### config.mk
export PLATFORM = sky130hd
export DESIGN_NAME = conv_pool_requant
export DESIGN_NICKNAME = d
export VERILOG_FILES = /design/src/rtl/bwn_pkg.sv /design/src/rtl/conv_pool_requant_row_buf.sv /design/src/rtl/conv_pool_requant.sv
export SDC_FILE = /design/constraint.sdc
export NUM_CORES = 1
export LEC_CHECK = 0
export ABC_AREA = 1
export CELL_PAD_IN_SITES_DETAIL_PLACEMENT = 1
export CELL_PAD_IN_SITES_GLOBAL_PLACEMENT = 1
export CORE_UTILIZATION = 42
export DETAILED_ROUTE_END_ITERATION = 7
export GPL_TIMING_DRIVEN = 0
export MAX_ROUTING_LAYER = met4
export PLACE_DENSITY = 0.83
export SYNTH_ARGS = -nofsm -noshare
export SYNTH_HDL_FRONTEND = slang
export SYNTH_SLANG_ARGS = --single-unit
### constraint.sdc
create_clock -name iCLK -period 3.6 [get_ports iCLK]
set_input_delay 0.36 -clock iCLK [delete_from_list [all_inputs] [get_ports iCLK]]
set_output_delay 0.36 -clock iCLK [all_outputs]
set_load 0.1 [all_outputs]
### src/rtl/bwn_pkg.sv
// Shared Q-format constants, FSM state type and the Q(IW,4) -> Q(WL,4) saturator
// for the BWN conv/pool pipeline.
package bwn_pkg;
   localparam int FRAC = 4;
   localparam int WL   = 8;
   localparam int IW   = WL + 8;

   typedef enum logic [1:0] {IDLE, WAIT, RUN, DONE} state_t;

   // Both formats carry FRAC fractional bits, so only the integer range is clipped.
   function automatic logic signed [WL-1:0] sat_q(input logic signed [IW-1:0] x);
      localparam logic signed [IW-1:0] SAT_HI = IW'((1 << (WL-1)) - 1);
      localparam logic signed [IW-1:0] SAT_LO = ~SAT_HI;
      if (x > SAT_HI)
         return SAT_HI[WL-1:0];
      else if (x < SAT_LO)
         return SAT_LO[WL-1:0];
      else
         return x[WL-1:0];
   endfunction
endpackage

### src/rtl/conv_pool_requant_row_buf.sv
// Row buffer for the 2x2 max-pool: holds the horizontal maxima of the even
// window row. Synchronous write, asynchronous read, one shared address.
module pool_row_buf #(
   parameter int DEPTH = 8,
   parameter int WL    = 8,
   parameter int AW    = (DEPTH > 1) ? $clog2(DEPTH) : 1
) (
   input  logic                 clk,
   input  logic                 we,
   input  logic [AW-1:0]        addr,
   input  logic signed [WL-1:0] wdata,
   output logic signed [WL-1:0] rdata
);
   logic signed [WL-1:0] mem [DEPTH];

   always_ff @(posedge clk) begin
      if (we)
         mem[addr] <= wdata;
   end

   assign rdata = mem[addr];
endmodule

### src/rtl/conv_pool_requant.sv
// Border rejection, Q(16,4)->Q(8,4) saturation and 2x2/2 max-pool after the BWN conv.
// Optional macro POOL_RELU_EN rectifies each saturated sample before pooling.
module conv_pool_requant
   import bwn_pkg::*;
#(
   parameter int WL    = bwn_pkg::WL,
   parameter int IW    = bwn_pkg::IW,
   parameter int IMG_W = 18,
   parameter int IMG_H = 18,
   parameter int LAT   = 1
) (
   input  logic                 iCLK,
   input  logic                 iRST,
   input  logic                 iSTART,
   input  logic signed [IW-1:0] iDATA,
   output logic signed [WL-1:0] oDATA,
   output logic                 oVALID,
   output logic                 oDONE
);
   localparam int CW  = IMG_W - 2;
   localparam int CH  = IMG_H - 2;
   localparam int PW  = CW / 2;
   localparam int CLW = $clog2(IMG_W);
   localparam int RWW = $clog2(IMG_H);
   localparam int LW  = (LAT > 0) ? $clog2(LAT + 1) : 1;
   localparam int AW  = (PW > 1) ? $clog2(PW) : 1;

   state_t               state;
   logic [CLW-1:0]       col, vc;
   logic [RWW-1:0]       row, vr;
   logic [LW-1:0]        lat_cnt;
   logic                 start_q;
   logic                 in_win, we, pool_out;
   logic [AW-1:0]        addr;
   logic signed [WL-1:0] sat_v, s, hreg, h, rd, bmax;

   always_comb begin
      sat_v = sat_q(iDATA);
`ifdef POOL_RELU_EN
      s = (sat_v < 0) ? '0 : sat_v;
`else
      s = sat_v;
`endif
      vc = col - CLW'(2);
      vr = row - RWW'(2);
      // Trailing odd column/row of the conv map never completes a block, so it is excluded here.
      in_win = (state == RUN) && iSTART && (col >= CLW'(2)) && (row >= RWW'(2))
               && (vc < CLW'(2*PW)) && (vr < RWW'(2*(CH/2)));
      h        = (hreg > s) ? hreg : s;
      addr     = AW'(vc >> 1);
      we       = in_win && vc[0] && !vr[0];
      pool_out = in_win && vc[0] && vr[0];
      bmax     = (rd > h) ? rd : h;
   end

   pool_row_buf #(.DEPTH(PW), .WL(WL), .AW(AW)) u_row_buf (
      .clk   (iCLK),
      .we    (we),
      .addr  (addr),
      .wdata (h),
      .rdata (rd)
   );

   always_ff @(posedge iCLK) begin
      if (in_win && !vc[0])
         hreg <= s;
   end

   always_ff @(posedge iCLK) begin
      if (iRST) begin
         state   <= IDLE;
         col     <= '0;
         row     <= '0;
         lat_cnt <= '0;
         start_q <= 1'b0;
         oDATA   <= '0;
         oVALID  <= 1'b0;
         oDONE   <= 1'b0;
      end else begin
         start_q <= iSTART;
         oVALID  <= 1'b0;
         oDONE   <= 1'b0;
         case (state)
            IDLE: begin
               // Rising edge only: a start held high through DONE must not retrigger.
               if (iSTART && !start_q) begin
                  state   <= WAIT;
                  lat_cnt <= LW'(LAT);
               end
            end
            WAIT: begin
               if (!iSTART) begin
                  state   <= IDLE;
                  lat_cnt <= '0;
               end else if (lat_cnt == '0) begin
                  state <= RUN;
                  col   <= '0;
                  row   <= '0;
               end else begin
                  lat_cnt <= lat_cnt - LW'(1);
               end
            end
            RUN: begin
               if (!iSTART) begin
                  state <= IDLE;
                  col   <= '0;
                  row   <= '0;
               end else begin
                  if (pool_out) begin
                     oDATA  <= bmax;
                     oVALID <= 1'b1;
                  end
                  if (col == CLW'(IMG_W - 1)) begin
                     col <= '0;
                     if (row == RWW'(IMG_H - 1)) begin
                        row   <= '0;
                        state <= DONE;
                     end else begin
                        row <= row + RWW'(1);
                     end
                  end else begin
                     col <= col + CLW'(1);
                  end
               end
            end
            DONE: begin
               oDONE <= 1'b1;
               state <= IDLE;
            end
            default: state <= IDLE;
         endcase
      end
   end
endmodule

# [Word-level counts from Yosys, hierarchy flattened]
# Memory sizes are Yosys's and may differ from the RTL's.
# Index checks and enable logic that the tools add are counted.
[word_totals] register_bits=32 ramBits=64 out_inout_bits=10 n_memories=1
[mem_list] memory="u_row_buf.mem" words=8 word_bits=8 read_ports=1 rd_clocked_by_memory_dff=0 wr=1 line_no="conv_pool_requant_row_buf.sv:14" text="logic signed [WL-1:0] mem [DEPTH];"
[op_classes] addsub=5 n_lt_le_gt_ge=8 n_eq_ne=11 n_mux=28 bitwise_logic=2 reduce_logical=22
[ops] op="$mux 5" n=7
[ops] op="$mux 8" n=4
[ops] op="$pmux 5 s2" n=2
[ops] op="$gt 16x8->1 const B" n=1
[ops] op="$gt 8x8->1" n=2
[ops] op="$lt 16x8->1 const B" n=1
[ops] op="$mux 2" n=6
[ops] op="$add 5x1->5 const B" n=2
[ops] op="$eq 5x5->1 const B" n=2
[ops] op="$ge 5x2->1 const B" n=2
[ops] op="$logic_and 1x1->1" n=10
[ops] op="$lt 5x5->1 const B" n=2
[ops] op="$sub 5x2->5 const B" n=2
[ops] op="$pmux 2 s4" n=1
[ops] op="$reduce_and 4->1" n=2
[ops] op="$mux 1" n=7
[ops] op="$ne 2x2->1 const B" n=3
[ops] op="$ne 3x2->1 const B" n=2
[ops] op="$reduce_and 3->1" n=2
[ops] op="$eq 2x2->1 const B" n=2
[ops] op="$reduce_bool 2->1" n=2
[ops] op="$logic_not 1->1" n=3
[ops] op="$ne 3x3->1 const B" n=1
[ops] op="$reduce_or 3->1" n=1
[ops] op="other kinds (6)" n=7

# [Depth between registers and ports, before layout]
[depth] depth_word=10 mapped_depth=30 depth_no_buf=29

# [Cells and area by module]
# Synthesis repeated with hierarchy kept, for this count alone.
[unflattened] cells_unflattened=582 area_unflattened_um2=5136.2
[by_module_without_submodules] module="pool_row_buf" n_inst=1 cells_each=272 area_each_um2=2763.9
[by_module_without_submodules] module="conv_pool_requant" n_inst=1 cells_each=310 area_each_um2=2372.3

# [Least setup slack after synthesis]
# No wires, ideal clock.
[synth_timing] path_kind="input -> register" startpoint="in iDATA[14]" endpoint="reg oDATA[7]" setup_time_ps=67 t_arrival_ps=3757 required_time_ps=3533 setup_slack_ps=-223 path_stages=27 cell_sequence="nor2_1 > nand2_1 > o21ai_4 > inv_1 > o21ai_0 > ha_1 > a21oi_1 > nor2_1 > nor2_1 > nand3_4 > nand3_4 > nand2_2 > nand2_1 > inv_1 > ha_1 > nand2_1 > inv_1 > a221oi_1 > o21ai_0 > nand2_1 > o21ai_0 > nand2_1 > buf_4 > o21ai_0 > inv_1 > nand2_2 > a21oi_2"
[synth_via] elab_chain_cells=7 word_cells_on_any_way=8 classes_between="4 x order compare; 4 x mux"
[synth_rtl] item="from (decl)" line_no="conv_pool_requant.sv:15" text="input logic signed [IW-1:0] iDATA,"
[synth_rtl] item="$lt 16x8->1" line_no="bwn_pkg.sv:16" text="else if (x < SAT_LO)"
[synth_rtl] item="$mux 8" line_no="bwn_pkg.sv:16"
[synth_rtl] item="$mux 8 (*)" line_no="bwn_pkg.sv:14" text="if (x > SAT_HI)"
[synth_rtl] item="$gt 8x8->1" line_no="conv_pool_requant.sv:49" text="h = (hreg > s) ? hreg : s;"
[synth_rtl] item="$mux 8 (*)" line_no="conv_pool_requant.sv:49"
[synth_rtl] item="named net h[3]" line_no="conv_pool_requant.sv:35" text="logic signed [WL-1:0] sat_v, s, hreg, h, rd, bmax;"
[synth_rtl] item="$gt 8x8->1 (*)" line_no="conv_pool_requant.sv:53" text="bmax = (rd > h) ? rd : h;"
[synth_rtl] item="$mux 8 (*)" line_no="conv_pool_requant.sv:53"
[synth_rtl] item="to (signal assigned)" line_no="conv_pool_requant.sv:110" text="oDATA <= bmax;"
[synth_rtl] item="to (decl)" line_no="conv_pool_requant.sv:16" text="output logic signed [WL-1:0] oDATA,"
# The timed path passes the listed nets; every way through them passes the cells marked *.
# A chain may end at the register's enable or synchronous reset.

# [Worst setup path after layout]
[layout_timing] startpoint="in iDATA[11]" endpoint="reg oDATA[1]"
# The elaborated chain is that of the path after synthesis.

==> impl_results.html <==
<table>
<tr><th>Metric</th><th>Value</th></tr>
<tr><th colspan="2">Outcome</th></tr>
<tr><td>Result of the run</td><td>finished, violations left</td></tr>
<tr><td>Violated checks</td><td>setup timing</td></tr>
<tr><th colspan="2">Critical path</th></tr>
<tr><td>Critical-path cell with the highest stage delay</td><td>sky130_fd_sc_hd__ha_4</td></tr>
<tr><td>Data arrival time of the critical path</td><td>3.99 ns</td></tr>
<tr><td>Cell seen most often among critical-path stages</td><td>sky130_fd_sc_hd__nand2_2</td></tr>
<tr><td>Kind of launch point of the worst setup path</td><td>input pin</td></tr>
<tr><td>Type of destination of the critical path</td><td>flip-flop</td></tr>
<tr><td>Crit-path max cell delay</td><td>0.23 ns</td></tr>
<tr><td>Type of the worst setup path</td><td>in -&gt; reg</td></tr>
<tr><td>CP max FO</td><td>9</td></tr>
<tr><td>Data required time of the worst path</td><td>3.87 ns</td></tr>
<tr><th colspan="2">Finish</th></tr>
<tr><td>Fraction of final layout cells sized beyond drive strength 1</td><td>35.99%</td></tr>
<tr><td>Antenna diodes</td><td>0</td></tr>
<tr><td>Layout-stage area growth over the synthesis result</td><td>31.89%</td></tr>
<tr><td>Non-filler cells in the finished layout</td><td>693</td></tr>
<tr><td>Total number of nets in the final design</td><td>589</td></tr>
<tr><td>Final Core Density</td><td>57.38%</td></tr>
<tr><th colspan="2">Yosys</th></tr>
<tr><td>Top flip-flop cell by instance count after synthesis</td><td>sky130_fd_sc_hd__edfxtp_1</td></tr>
<tr><td>Sequential area share after synthesis</td><td>55.30%</td></tr>
<tr><td>Synthesis warning total</td><td>0</td></tr>
<tr><td>Post-synthesis share of cell area spent on and, or, nand and nor gates</td><td>20.87%</td></tr>
<tr><td>Syn Area/Cell</td><td>10.23 um^2</td></tr>
<tr><td>Proportion of register bits with asynchronous set or reset after synthesis</td><td>0%</td></tr>
<tr><td>Xor and xnor area share after synthesis</td><td>0.5499%</td></tr>
<tr><td>Synth cell types</td><td>44</td></tr>
<tr><td>Dominant combinational cell family by area after synthesis</td><td>simple AND/OR/NAND/NOR gates</td></tr>
<tr><td>Instance count of the mapped netlist</td><td>467</td></tr>
<tr><td>Number of synthesized register bits</td><td>96</td></tr>
<tr><td>Fraction of synthesized area in multiplexers</td><td>0%</td></tr>
<tr><td>Compound-Gate Fraction of Synth Area</td><td>11.00%</td></tr>
<tr><td>Net Count, Synth</td><td>508</td></tr>
<tr><td>Number of enable flip-flop cells after synthesis</td><td>72</td></tr>
<tr><td>Synthesized cell area</td><td>0.004778 mm^2</td></tr>
<tr><td>Adder-cell share of the synthesized area</td><td>5.761%</td></tr>
<tr><th colspan="2">Clock tree</th></tr>
<tr><td>Total number of clock tree sinks</td><td>96</td></tr>
<tr><td>Register clock-pin slew on the reported worst setup and hold paths</td><td>0.07 ns</td></tr>
<tr><td>Library cell used as clock root buffer</td><td>sky130_fd_sc_hd__clkbuf_16</td></tr>
<tr><td>Total CTS buffers</td><td>9</td></tr>
<tr><td>Number of buffers added to fix hold violations after cts</td><td>0</td></tr>
<tr><td>CTS tree</td><td>done</td></tr>
<tr><td>Maximum root-to-sink buffer count</td><td>2</td></tr>
<tr><td>H-Tree Level Count</td><td>3</td></tr>
<tr><td>Clock latency reported for the late side of the worst-skew pair</td><td>0.35 ns</td></tr>
<tr><th colspan="2">Drt</th></tr>
<tr><td>Routed length on met3</td><td>734 um</td></tr>
<tr><td>Routed WL per cell</td><td>22.74 um</td></tr>
<tr><td>Via density</td><td>5.657</td></tr>
<tr><td>Routed vias</td><td>3920</td></tr>
<tr><td>Detailed-routing wirelength on met1</td><td>5.596 mm</td></tr>
<tr><td>Count of TritonRoute iterations in the first routing pass</td><td>4</td></tr>
<tr><td>Number of nets still failing antenna checks after routing</td><td>0</td></tr>
<tr><td>Wire length after detailed routing</td><td>15.76 mm</td></tr>
<tr><td># DRC</td><td>0</td></tr>
<tr><td>DRC violation total after the first TritonRoute iteration</td><td>249</td></tr>
<tr><td>Highest signal layer in the routed design</td><td>met4</td></tr>
<tr><td>Wire length on met2</td><td>8.457 mm</td></tr>
<tr><th colspan="2">GRT</th></tr>
<tr><td>Grt total ovfl</td><td>0</td></tr>
<tr><td>Antenna violations before repair</td><td>0</td></tr>
<tr><td>Vias in the first global route</td><td>4036</td></tr>
<tr><td>Global router's overall resource usage</td><td>26.82%</td></tr>
<tr><td>Maximum number of pins on one net before global-route repair</td><td>19</td></tr>
<tr><td>Wire length of the first global-routing pass</td><td>22.19 mm</td></tr>
<tr><th colspan="2">Die</th></tr>
<tr><td>Die Footprint</td><td>0.01181 mm^2</td></tr>
<tr><td>I/O Pins</td><td>29</td></tr>
<tr><td>Area of the core region</td><td>0.01098 mm^2</td></tr>
<tr><td>Die span in x</td><td>108.7 um</td></tr>
<tr><td>Starting density of the core</td><td>43.51%</td></tr>
<tr><td>Site row count</td><td>38</td></tr>
<tr><td>Chip height</td><td>108.7 um</td></tr>
<tr><th colspan="2">Pwr</th></tr>
<tr><td>Sequential share of power</td><td>47.8%</td></tr>
<tr><td>Leak pwr</td><td>0.002544 uW</td></tr>
<tr><td>Power per cell area</td><td>403.1 mW/mm^2</td></tr>
<tr><td>Switching part of the total power</td><td>25.88%</td></tr>
<tr><td>Switch Pwr</td><td>657.4 uW</td></tr>
<tr><td>Comb pwr share</td><td>12.7%</td></tr>
<tr><td>Clock network power share</td><td>39.5%</td></tr>
<tr><td>Power Internal</td><td>1883 uW</td></tr>
<tr><td>Peak supply drop</td><td>250.9 uV</td></tr>
<tr><th colspan="2">Timing</th></tr>
<tr><td>Final count of hold timing violations</td><td>0</td></tr>
<tr><td>Max-slew headroom at the worst pin</td><td>34.48%</td></tr>
<tr><td>Clock period minus final worst setup slack</td><td>3.717 ns</td></tr>
<tr><td>Slew at the pin closest to its max-slew limit</td><td>0.9797 ns</td></tr>
<tr><td>Worst-case setup margin in the final layout</td><td>-0.1171 ns</td></tr>
<tr><td>Tcrit/Tclk final</td><td>103.3%</td></tr>
<tr><td>Finish-stage setup viols</td><td>8</td></tr>
<tr><td>Post-Route Setup TNS</td><td>-0.6835 ns</td></tr>
<tr><td>Number of pins exceeding their max-slew limit in the final report</td><td>0</td></tr>
<tr><td>Worst Skew</td><td>0.009016 ns</td></tr>
<tr><td>Setup repair after global routing missed its margin</td><td>yes</td></tr>
<tr><td>Maximum clock rate</td><td>269.0 MHz</td></tr>
<tr><th colspan="2">Place</th></tr>
<tr><td>Setup Slack @ Placement</td><td>-1.091 ns</td></tr>
<tr><td>Sum of net half-perimeters after detailed placement</td><td>8.735 mm</td></tr>
<tr><td>Gpl congestion</td><td>0.8062</td></tr>
<tr><td>Port bufs</td><td>27</td></tr>
<tr><td>Total placed cells including tap cells</td><td>635</td></tr>
<tr><th colspan="2">Worst hold path</th></tr>
<tr><td>Path category of the worst min-delay check</td><td>in -&gt; reg</td></tr>
<tr><th colspan="2">Job</th></tr>
<tr><td>Max-cap violations</td><td>0</td></tr>
</table>
[Yosys cell counts, types with 2 or more instances]
library cell | instances | area share (%)
sky130_fd_sc_hd__nand2_2 | 25 | 3.3
sky130_fd_sc_hd__a221oi_1 | 11 | 2.0
sky130_fd_sc_hd__dfxtp_1 | 24 | 10
sky130_fd_sc_hd__xor2_1 | 3 | 0.55
sky130_fd_sc_hd__o21ai_1 | 9 | 0.94
sky130_fd_sc_hd__nand2_1 | 75 | 5.9
sky130_fd_sc_hd__nand2_4 | 2 | 0.47
sky130_fd_sc_hd__nand3_4 | 2 | 0.73
sky130_fd_sc_hd__a21oi_2 | 9 | 1.6
sky130_fd_sc_hd__ha_1 | 22 | 5.8
sky130_fd_sc_hd__edfxtp_1 | 72 | 45
sky130_fd_sc_hd__nand3_1 | 12 | 1.3
sky130_fd_sc_hd__inv_1 | 64 | 5.0
sky130_fd_sc_hd__nand3_2 | 13 | 2.7
sky130_fd_sc_hd__nor2_1 | 38 | 3.0
sky130_fd_sc_hd__nor3_1 | 5 | 0.52
sky130_fd_sc_hd__inv_2 | 8 | 0.63
sky130_fd_sc_hd__o21ai_0 | 19 | 2.0
sky130_fd_sc_hd__a21oi_1 | 14 | 1.5
sky130_fd_sc_hd__a211oi_1 | 4 | 0.63
sky130_fd_sc_hd__nand4_1 | 13 | 1.7
[critical path: cells and delay by family]
kind,cells,cell delay (ns)
compound gates,9,1.24
buf+inv,5,0.52
fa+ha+maj,2,0.46
simple gates,12,1.40
[path summary, 6_finish.rpt]
kind | slack, ns | from | cells past startpoint | end
setup / recovery | -0.12 | iDATA[11] | 28 | oDATA[1]
hold / removal | 0.23 | iRST | 2 | oDATA[0]
setup reg to reg | -0.03 | col[1] | 23 | oDATA[1]
hold reg to reg | 0.49 | oDATA[6] | 2 | oDATA[6]
[placed cells by master (no fill, tap or decap), drive strengths merged]
cell type,count
clkdlybuf4s50,18
o21bai,1
a211oi,4
dfxtp,24
clkbuf,14
o2111ai,2
nand4,14
a31oi,1
bufinv,1
or2,1
o211ai,1
o22ai,1
nor4,1
a221oi,11
a21oi,23
ha,22
edfxtp,72
a41oi,1
clkinv,3
nand3,27
o21ai,29
inv,75
o2bb2ai,1
xor2,3
nor3,6
buf,51
nand2,103
and3,1
a32oi,1
o21a,1
nor2,39
a31o,1
[layout make-up]
class	instances	area [um^2]
well taps	140	175.2
clock buffers	9	225.2
clock inverters	7	85.08
multi-input cells	295	2231
flip-flops and latches	96	2648
inverters	72	287.8
fillers	1171	4681
plain buffers	5	51.30
repair buffers	69	599.3
[per-stage QoR]
| step | total power, uW | hold slack (ns) | area [um^2] |
|---|---|---|---|
| floorplan | 1375 | 0.4577 | 4798 |
| global placement | 1431 | 0.4676 | 5244 |
| detailed placement | 1446 | 0.4746 | 5258 |
| CTS | 2494 | 0.2189 | 6022 |
| global route | 2607 | 0.2363 | 6302 |
| finish | 2541 | 0.2312 | 6302 |
[metal layers]
metal	vias up	track usage [%]
met5	-	-
met4	0	15.73
met3	70	4.065
met2	130	46.97
met1	1942	28.74
li1	1778	-
[state kept, by name (all words and copies together), names as in the netlist]
signal	count
u_row_buf.mem	64
hreg	8
state	2
oDATA	8
oDONE	1
col	5
start_q	1
lat_cnt	1
oVALID	1
row	5
[logic make-up (layout without fill, tap and decap cells)]
group,count (synthesis),count (layout)
XOR/XNOR,3,3
buffers and inverters,77,162
AO/OA/AOI/OAI,78,78
flip-flops,96,96
AND/OR/NAND/NOR,191,192
adder cells (fa/ha/maj),22,22
[power by group through the flow]
stage / combinational, uW / clock [uW] / sequential, uW
2_1_floorplan: 139 / 0 / 1240
3_3_place_gp: 192 / 0 / 1240
3_5_place_dp: 207 / 0 / 1240
4_1_cts: 273 / 1010 / 1210
5_1_grt: 341 / 1050 / 1220
6_report: 322 / 1000 / 1210
[what timing repair did]
action	in CTS	in global routing
cloned	2	0
endpoints found under the setup margin	8	8
pin swaps	28	40
buffers inserted	26	15
gates resized for setup	75	60
No activity file was read; power rests on OpenSTA's default activity.
